<file path="src/rtl/uart_frame_writer.sv">
// UART byte stream to pixel RAM write engine: packs 1-3 bytes per pixel, writes
// linear addresses, optionally ping-pongs between two frame buffers.
module uart_frame_writer #(
  parameter int H_PIX     = 480,
  parameter int V_PIX     = 272,
  parameter int PIX_W     = 16,
  parameter int MSB_FIRST = 1,
  parameter int DBL_BUF   = 1,
  parameter int ADDR_W    = 18,
  parameter int TIMEOUT   = 50000
) (
  input  logic              Clk,
  input  logic              Reset_n,
  input  logic [7:0]        rx_data,
  input  logic              rx_done,
  input  logic              frame_restart,
  output logic              wr_en,
  output logic [ADDR_W-1:0] wr_addr,
  output logic [PIX_W-1:0]  wr_data,
  output logic              rd_buf,
  output logic              frame_done,
  output logic              timeout_err
);

  localparam int BYTES = PIX_W / 8;
  localparam int BC_W  = (BYTES > 1) ? $clog2(BYTES) : 1;
  localparam int GAP_W = $clog2(TIMEOUT + 1);

  localparam logic [BC_W-1:0]   LAST_BYTE = BC_W'(BYTES - 1);
  localparam logic [ADDR_W-1:0] FRAME_OFS = ADDR_W'(H_PIX * V_PIX);
  localparam logic [ADDR_W-1:0] LAST_PIX  = ADDR_W'(H_PIX * V_PIX - 1);
  localparam logic [GAP_W-1:0]  GAP_LOAD  = GAP_W'(TIMEOUT);

  logic [BC_W-1:0]   byte_cnt;
  logic [ADDR_W-1:0] pix_idx;
  logic              wr_buf;
  logic [GAP_W-1:0]  gap_cnt;
  logic [PIX_W-1:0]  pix_sr;
  logic [PIX_W-1:0]  pix_sr_next;

  logic pix_done;
  logic last_pix;
  logic in_frame;
  logic gap_expire;

  generate
    if (PIX_W == 8) begin : g_single
      assign pix_sr_next = rx_data;
    end else if (MSB_FIRST != 0) begin : g_msb
      assign pix_sr_next = {pix_sr[PIX_W-9:0], rx_data};
    end else begin : g_lsb
      assign pix_sr_next = {rx_data, pix_sr[PIX_W-1:8]};
    end
  endgenerate

  always_comb begin
    pix_done   = rx_done && !frame_restart && (byte_cnt == LAST_BYTE);
    last_pix   = (pix_idx == LAST_PIX);
    in_frame   = (byte_cnt != '0) || (pix_idx != '0);
    // gap_cnt is a down-counter loaded on each byte; expiry is the 1->0 step
    gap_expire = !rx_done && !frame_restart && in_frame && (gap_cnt == GAP_W'(1));
  end

  always_ff @(posedge Clk or negedge Reset_n) begin
    if (!Reset_n) begin
      wr_en       <= 1'b0;
      wr_addr     <= '0;
      wr_data     <= '0;
      rd_buf      <= 1'b0;
      frame_done  <= 1'b0;
      timeout_err <= 1'b0;
      byte_cnt    <= '0;
      pix_idx     <= '0;
      wr_buf      <= (DBL_BUF != 0);
      gap_cnt     <= '0;
      pix_sr      <= '0;
    end else begin
      wr_en       <= pix_done;
      frame_done  <= pix_done && last_pix;
      timeout_err <= gap_expire;

      if (pix_done) begin
        wr_data <= pix_sr_next;
        wr_addr <= pix_idx + (wr_buf ? FRAME_OFS : '0);
      end

      if (rx_done)
        gap_cnt <= GAP_LOAD;
      else if (in_frame && gap_cnt != '0)
        gap_cnt <= gap_cnt - GAP_W'(1);

      if (frame_restart || gap_expire) begin
        byte_cnt <= '0;
        pix_idx  <= '0;
      end else if (rx_done) begin
        pix_sr <= pix_sr_next;
        if (byte_cnt == LAST_BYTE) begin
          byte_cnt <= '0;
          if (last_pix) begin
            pix_idx <= '0;
            if (DBL_BUF != 0) begin
              rd_buf <= wr_buf;
              wr_buf <= ~wr_buf;
            end
          end else begin
            pix_idx <= pix_idx + ADDR_W'(1);
          end
        end else begin
          byte_cnt <= byte_cnt + BC_W'(1);
        end
      end
    end
  end

endmodule

</file>
<file path="config.mk">
export PLATFORM = sky130hd
export DESIGN_NAME = uart_frame_writer
export DESIGN_NICKNAME = d
export VERILOG_FILES = /design/src/rtl/uart_frame_writer.sv
export SDC_FILE = /design/constraint.sdc
export NUM_CORES = 1
export LEC_CHECK = 0
export ABC_AREA = 1
export ABC_CLOCK_PERIOD_IN_PS = 3100
export BUFFER_PORTS_ARGS = -buffer_cell sky130_fd_sc_hd__buf_2
export CAP_MARGIN = 20
export CORE_AREA = 5 5 115 117
export CTS_BUF_LIST = sky130_fd_sc_hd__clkbuf_4
export CTS_CLUSTER_SIZE = 12
export DETAILED_ROUTE_END_ITERATION = 10
export DIE_AREA = 0 0 120 122
export MAX_ROUTING_LAYER = met4
export PLACE_DENSITY = 0.59
export SLEW_MARGIN = 10
export SYNTH_ARGS = -nofsm -noshare
export SYNTH_HDL_FRONTEND = slang
export SYNTH_SLANG_ARGS = --single-unit
</file>
<file path="constraint.sdc">
create_clock -name Clk -period 3.1 [get_ports Clk]
set_input_delay 0.31 -clock Clk [delete_from_list [all_inputs] [get_ports Clk]]
set_output_delay 0.31 -clock Clk [all_outputs]
set_load 0.01 [all_outputs]
</file>
Word-level counts from Yosys, hierarchy flattened

Index checks and enable logic that the tools add are counted.

Flip-flop bits (word level): 82
Latch bits: 0
Bits in writable memories: 0
ROM bits: 0
Bits of input ports: 12
Memories: 0

Add/subtract/negate cells: 4
$mul: 0
Divide/modulo/power cells: 0
Magnitude comparators: 0
Equality and inequality tests: 2
Shifts and indexed selects: 0
Muxes and demuxes: 10
Bitwise gates (word level): 2
Reductions and logical operators: 19

Operator list:

| cell                  | number |
|---|---|
| $mux 18               | 4 |
| $mux 16               | 2 |
| $add 18x1->18 const B | 1 |
| $add 18x17->18        | 1 |
| $eq 18x17->1 const B  | 1 |
| $reduce_bool 18->1    | 1 |
| $mux 17               | 1 |
| $eq 16x1->1 const B   | 1 |
| $reduce_bool 16->1    | 1 |
| $sub 16x1->16 const B | 1 |
| $logic_and 1x1->1     | 7 |
| $reduce_bool 2->1     | 3 |
| $reduce_and 2->1      | 2 |
| $reduce_and 4->1      | 1 |
| $mux 1                | 3 |
| $logic_not 1->1       | 2 |
| $logic_or 1x1->1      | 2 |
| $not 1->1             | 2 |
| $add 1x1->1 const B   | 1 |

Logic depth before layout (Yosys ltp)

Gate-level depths: netlist of the first run.

Word-level depth: 7
Depth in mapped cells: 11

Worst setup path after synthesis of the first run

Ideal clock, no wire load.

Path kind: flip-flop to flip-flop
Start point: register pix_idx[9]
End point: register wr_addr[15]
Library setup time: 0.065 ns
Arrival time: 1.571 ns
Data required time: 3.035 ns
Slack: 1.464 ns
Cell stages (with the launch flop): 10
Buffers on the path: 0
Period minus slack after synthesis: 1.636 ns
Path through: dfrtp_1 ha_1 fa_1 nand3_1 nand2_1 nand2_1 nand3_1 a21oi_1 o21ai_1 nand2_1

Longest elaborated chain between the ends: 1

Ends and longest elaborated chain:

| item                   | RTL line | RTL |
|---|---|---|
| from (decl)            | 35       | `logic [ADDR_W-1:0] pix_idx;` |
| from (signal assigned) | 106      | `pix_idx <= pix_idx + ADDR_W'(1);` |
| $add 18x17->18         | 84       | `wr_addr <= pix_idx + (wr_buf ? FRAME_OFS : '0);` |
| to (signal assigned)   | 84       |  |
| to (decl)              | 18       | `output logic [ADDR_W-1:0] wr_addr,` |

Every way passes these cells.
A chain may end at the register's enable or synchronous reset.

Final worst setup path of the first run

Start point: register pix_idx[0]
End point: register pix_idx[1]

Longest elaborated chain between the ends: 7

Ends and longest elaborated chain:

| item |
|---|
| parallel branches: the longest is 7 deep, another holds $add 18x1->18 |

Parallel ways; which one is timed is not known. The select of a mux whose other input is x is not followed.

==> flow_summary.json, run 1 <==
{
  "final_max_slew_viol_count": 0,
  "multi_input_area_mm2": 0.00228,
  "synth_common_cells": "198 x nand2_1, 81 x dfrtp_1, 53 x nand3_1, 52 x nor2_1, 48 x inv_1",
  "max_slew_margin": 0.402,
  "vias": 4059,
  "finalSetupViolCount": 0,
  "ys.flop_type": "dfrtp_1",
  "syn-num-nets": 636,
  "path_clk_slew_ps": 130,
  "cts_made_buffers": 9,
  "drc": 0,
  "synth_edf_count": 0,
  "initial_core_util": 0.381,
  "hold_ws_ps": 75.0,
  "ys_ff_latch": 82,
  "fmax_mhz": 494,
  "ys_warn_count": 0,
  "vdd_drop_max_v": 0.000316,
  "synth_async_sr_flop_share": 1.00,
  "synth_most_common_cell": "nand2_1",
  "critPathRequiredTime_ps": 3490,
  "fin_tns_setup_ps": 0,
  "viasPerCell": 5.02,
  "ff_latch_area_mm2": 0.00205,
  "nNetsFinal": 679,
  "portBuffers": 49,
  "clockRootBuffer": "clkbuf_4",
  "yosysTopAreaCell": "dfrtp_1",
  "gr-total-overflow": 0,
  "grt_pass1_wl_um": 19700,
  "stdcell_area_mm2": 0.00518,
  "skew_ps": 17.0,
  "wirelength_um": 11100,
  "cts_sinks": 82,
  "gp_congestion": 0.924,
  "cts_buffer_depth": 2,
  "fillers": 1251,
  "hold_violations": 0,
  "rsz0062_at_grt": "false",
  "crit_path_max_fanout": 17,
  "fp.dieW_um": 120,
  "worstSetupStartpointType": "flop",
  "drive_above_1_share": 0.166,
  "worst_pin_slew_ps": 896,
  "placed_area_mm2": 0.00499,
  "top_level_ports": 50,
  "coreArea_mm2": 0.0123,
  "avgSynthCellArea_um2": 7.65,
  "syn_area_mm2": 0.00467,
  "p_leak_nw": 2.80,
  "wire_per_inst_um": 13.7,
  "synth.distinct_cells": 37,
  "cts_tree": "built",
  "grtUsageTotal": 0.170,
  "synth_top_area_share": 0.434,
  "yosys-top-cells-area": "dfrtp_1 43%, nand2_1 16%, nand3_1 5.7%",
  "dieArea_mm2": 0.0146,
  "antennaDiodeCount": 0,
  "grt_max_degree": 83,
  "die_h_um": 122,
  "period_share": 0.653,
  "ys_seq_area_frac": 0.440,
  "clkLatencyLatePin_ps": 470,
  "grt_pass1_vias": 4136,
  "cts_htree_levels": 3,
  "area_growth_pct": 10.9,
  "dp_hpwl_um": 7950,
  "cp.arrival_ps": 2410,
  "min_period_ps": 2020,
  "crit_type": "reg -> reg",
  "post-cts-setup-buffer-count": 0,
  "drtIter0Drc": 304,
  "netlist_instances": 610,
  "outcome": "complete, no violations",
  "crit_path_end_kind": "flop",
  "hold_class": "in -> reg",
  "power-per-cell-area_mw_per_mm2": 461,
  "cap_violations": 0,
  "drt-pass1-iter-count": 4,
  "cts_resized": 0,
  "antenna_found_initial": 0,
  "fp-row-count": 41,
  "ant_nets": 0
}
[layer usage]
layer / up-vias / global-route usage / wire, µm
li1: 2062 / - / -
met1: 1886 / 0.205 / 5090
met2: 87 / 0.279 / 5200
met3: 24 / 0.0390 / 509
met4: 0 / 0.0659 / 260
met5: - / - / 0
[critical path: stages, from the launching register on]
cell and delay, ps:
dfrtp_1 420, inv_1 120, ha_1 180, inv_1 60, nor2_1 130, nand2_1 70
nor2_1 80, nand3_1 90, nand2_2 290, nand3_1 300, o21ai_1 210
[cell families after synthesis]
| family | synth area share |
|---|---|
| simple gates | 0.367 |
| buf+inv | 0.0718 |
| xor+xnor | 0.0225 |
| compound gates | 0.0595 |
| flops | 0.440 |
| fa+ha+maj | 0.0391 |
[worst paths after layout]
kind                                              start                 endpoint  slack, ps  cells after the start
worst max-delay path             pix_idx[0]$_DFFE_PN0P_   pix_idx[1]$_DFFE_PN0P_       1080                     10
worst min-delay path                         rx_data[0]   wr_data[0]$_DFFE_PN0P_         70                      3
worst max register to register   pix_idx[0]$_DFFE_PN0P_   pix_idx[1]$_DFFE_PN0P_       1080                     10
worst min register to register  wr_data[12]$_DFFE_PN0P_  wr_data[12]$_DFFE_PN0P_        480                      2
max in group asynchronous                       Reset_n   gap_cnt[9]$_DFFE_PN0P_       2180                      3
min in group asynchronous                       Reset_n  wr_addr[16]$_DFFE_PN0P_        320                      2
[power breakdown]
| part | total [mW] | internal, mW | switching [mW] |
|---|---|---|---|
| Combinational | 0.460 | 0.160 | 0.300 |
| Sequential | 1.24 | 1.17 | 0.0747 |
| Clock | 0.687 | 0.268 | 0.419 |
[state kept, by name (all words and copies together), names as in the netlist]
name / cells
wr_data: 16
wr_buf: 1
byte_cnt: 1
wr_addr: 18
pix_sr: 8
frame_done: 1
wr_en: 1
timeout_err: 1
gap_cnt: 16
pix_idx: 18
rd_buf: 1
[placed cells by master (no fill, tap or decap), types with 7 or more instances in the layout]
master    count
buf_2        48
clkbuf_4     10
dfrtp_1      81
ha_1         13
inv_1        48
inv_2        12
nand2_1     198
nand3_1      53
nand3_2       7
nand4_1      25
nor2_1       52
o21ai_0      15
o21ai_1      30
xor2_1        8
[through the flow]
step                cells  worst slack (ps)  total power, mW  utilization
floorplan             610              1460             1.57            -
global placement      790              1030             1.71        0.407
detailed placement    790               927             1.72        0.407
CTS                   806              1080             2.41        0.419
global route          808               836             2.56        0.422
finish                808              1080             2.39        0.422
[what timing repair did]
| action | 4_1_cts | 5_1_grt |
|---|---|---|
| endpoints found under the hold margin | 0 | 33 |
| endpoints found under the setup margin | 0 | 0 |
| hold buffers | 0 | 1 |
[final cells by class]
class,count,area share
Timing Repair Buffer,51,0.0551
Clock buffer,10,0.0145
Sequential cell,82,0.396
Multi-Input combinational cell,449,0.440
Inverter,60,0.0435
Clock inverter,6,0.0140
Tap cell,150,0.0362
No activity file was read; power rests on OpenSTA's default activity.
==> inputs of run 2 (changes only) <==
--- a/config.mk
+++ b/config.mk
@@ -6,7 +6,7 @@
 export NUM_CORES = 1
 export LEC_CHECK = 0
 export ABC_AREA = 1
-export ABC_CLOCK_PERIOD_IN_PS = 3100
+export ABC_CLOCK_PERIOD_IN_PS = 1900
 export BUFFER_PORTS_ARGS = -buffer_cell sky130_fd_sc_hd__buf_2
 export CAP_MARGIN = 20
 export CORE_AREA = 5 5 115 117
==> constraint.sdc (replaced) <==
create_clock -name Clk -period 1.9 [get_ports Clk]
set_input_delay 0.19 -clock Clk [delete_from_list [all_inputs] [get_ports Clk]]
set_output_delay 0.19 -clock Clk [all_outputs]
set_load 0.01 [all_outputs]
==> flow_summary.json, run 2 (synthesis gave the netlist of run 1 again) <==
{
  "grt_pass1_wl_um": 18900,
  "cts_buffer_depth": 2,
  "crit_path_max_fanout": 6,
  "period_share": 0.907,
  "cts_htree_levels": 3,
  "cts_made_buffers": 9,
  "outcome": "complete, no violations",
  "layout_commonest_cell": "nand2_1",
  "skew_ps": 17.2,
  "grtUsageTotal": 0.165,
  "antenna_found_initial": 1,
  "critical-path-top-delay-family": "flip-flops",
  "fillers": 1261,
  "r2r-start": "wr_buf$_DFFE_PN1P_",
  "stdcell_area_mm2": 0.00535,
  "holdPathEnd": "gap_cnt[0]$_DFFE_PN0P_",
  "cts_sinks": 82,
  "total_power_mw": 3.74,
  "area_growth_pct": 14.7,
  "r2r_cells": 8,
  "drc": 0,
  "r2r-end": "wr_addr[17]$_DFFE_PN0P_",
  "r2r_slack_ps": 180,
  "max_slew_margin": 0.719,
  "path_common_cell": "nand3_1",
  "ant_nets": 0,
  "critPathMaxStageDelay_ps": 610,
  "top_layer": "met4",
  "mostFrequentLayoutCells": "198 x nand2_1, 81 x dfrtp_1, 52 x nor2_1, 52 x nand3_1",
  "gr-total-overflow": 0,
  "nNetsFinal": 701,
  "die_h_um": 122,
  "stdcell_count": 831,
  "crit_buf_inv": 2,
  "drive_above_1_share": 0.182,
  "hold_class": "in -> reg",
  "reg_top3": "pix_idx (18), wr_addr (18)",
  "met3_length_um": 490,
  "clkLatencyLatePin_ps": 450,
  "min_period_ps": 1720,
  "viasPerCell": 4.98,
  "fmax_mhz": 580,
  "dp_hpwl_um": 8250,
  "top_level_ports": 50,
  "drt-met1-wl_um": 5070,
  "crit_type": "reg -> reg",
  "fin_tns_setup_ps": 0,
  "portBuffers": 49,
  "worst_pin_slew_ps": 421,
  "critPathRequiredTime_ps": 2250,
  "placed_area_mm2": 0.00510,
  "final_util": 0.437,
  "vdd_drop_max_v": 0.000446,
  "wirelength_um": 11200,
  "grt_max_degree": 53,
  "coreArea_mm2": 0.0123,
  "dr_wl_met2_um": 5460,
  "wire_per_inst_um": 13.5,
  "p_leak_nw": 2.90,
  "path_clk_slew_ps": 140,
  "hold_path_depth": 2,
  "crit_chain": "clkbuf_2 > ha_1 > inv_1 > o21bai_1 > a31oi_1 > nand3_1 > nand3_1 > nand2_1",
  "fp.dieW_um": 120,
  "crit_path_top_delay_cell": "dfstp_2",
  "grt_pass1_vias": 3953,
  "finalSetupViolCount": 0,
  "drtIter0Drc": 207,
  "cp.arrival_ps": 2070,
  "fp-row-count": 41,
  "initial_core_util": 0.381,
  "hold_violations": 0,
  "gp_congestion": 0.901,
  "clockRootBuffer": "clkbuf_4",
  "cp-startpoint": "wr_buf$_DFFE_PN1P_",
  "dp_cells": 802,
  "power-per-cell-area_mw_per_mm2": 698,
  "rsz0062_at_grt": "false",
  "final_max_slew_viol_count": 0,
  "cap_violations": 0,
  "hp-start": "rx_done",
  "drt-pass1-iter-count": 4,
  "worstSetupStartpointType": "flop",
  "dieArea_mm2": 0.0146,
  "crit_path_end_kind": "flop",
  "cts_tree": "built",
  "vias": 4137
}
==> run 2: repair_timing <==
action	CTS	global route
gates resized for setup	0	3
buffers inserted	0	3
endpoints found under the hold margin	46	0
endpoints found under the setup margin	0	17
hold buffers	9	0
==> run 2: per-layer routing <==
| layer | vias up | global-route usage |
|---|---|---|
| met5 | - | - |
| met4 | 0 | 0.0594 |
| met3 | 12 | 0.0344 |
| met2 | 79 | 0.274 |
| met1 | 1937 | 0.199 |
| li1 | 2109 | - |
==> run 2: power breakdown <==
group | switching (mW) | leakage [nW] | internal (mW)
logic | 0.498 | 1.75 | 0.282
clock network | 0.650 | 0.0683 | 0.278
registers | 0.126 | 1.08 | 1.91
total | 1.27 | 2.90 | 2.47
==> run 2: area by class of cell <==
cell class	count	area [µm²]	share of cell area
clock buffers	9	67.6	0.0126
clock inverters	7	52.6	0.00982
well taps	150	188	0.0351
multi-input cells	449	2290	0.428
diodes	1	2.50	0.000467
repair buffers	73	473	0.0883
inverters	60	225	0.0421
flip-flops and latches	82	2050	0.384
==> run 2: worst max path at each step <==
stage,end,depth (start not counted),slack [ps]
global route,gap_cnt[8]$_DFFE_PN0P_,9,10
floorplan,wr_addr[15]$_DFFE_PN0P_,9,260
CTS,pix_idx[0]$_DFFE_PN0P_,10,50
global placement,wr_addr[17]$_DFFE_PN0P_,9,190
finish,wr_addr[17]$_DFFE_PN0P_,8,180
detailed placement,pix_idx[0]$_DFFE_PN0P_,10,100
==> run 2: metrics by stage <==
stage	setup WS [ps]	hold WS [ps]
floorplan	264	-106
global placement	190	151
detailed placement	98.3	160
CTS	54.9	24.3
global route	11.6	17.6
finish	177	49.6
==> run 2: worst register-to-register path, stage by stage (launching register included) <==
cell and delay, ps:
dfstp_2 610, clkbuf_2 160, ha_1 280, inv_1 90, o21bai_1 80, a31oi_1 180
nand3_1 100, nand3_1 90, nand2_1 50
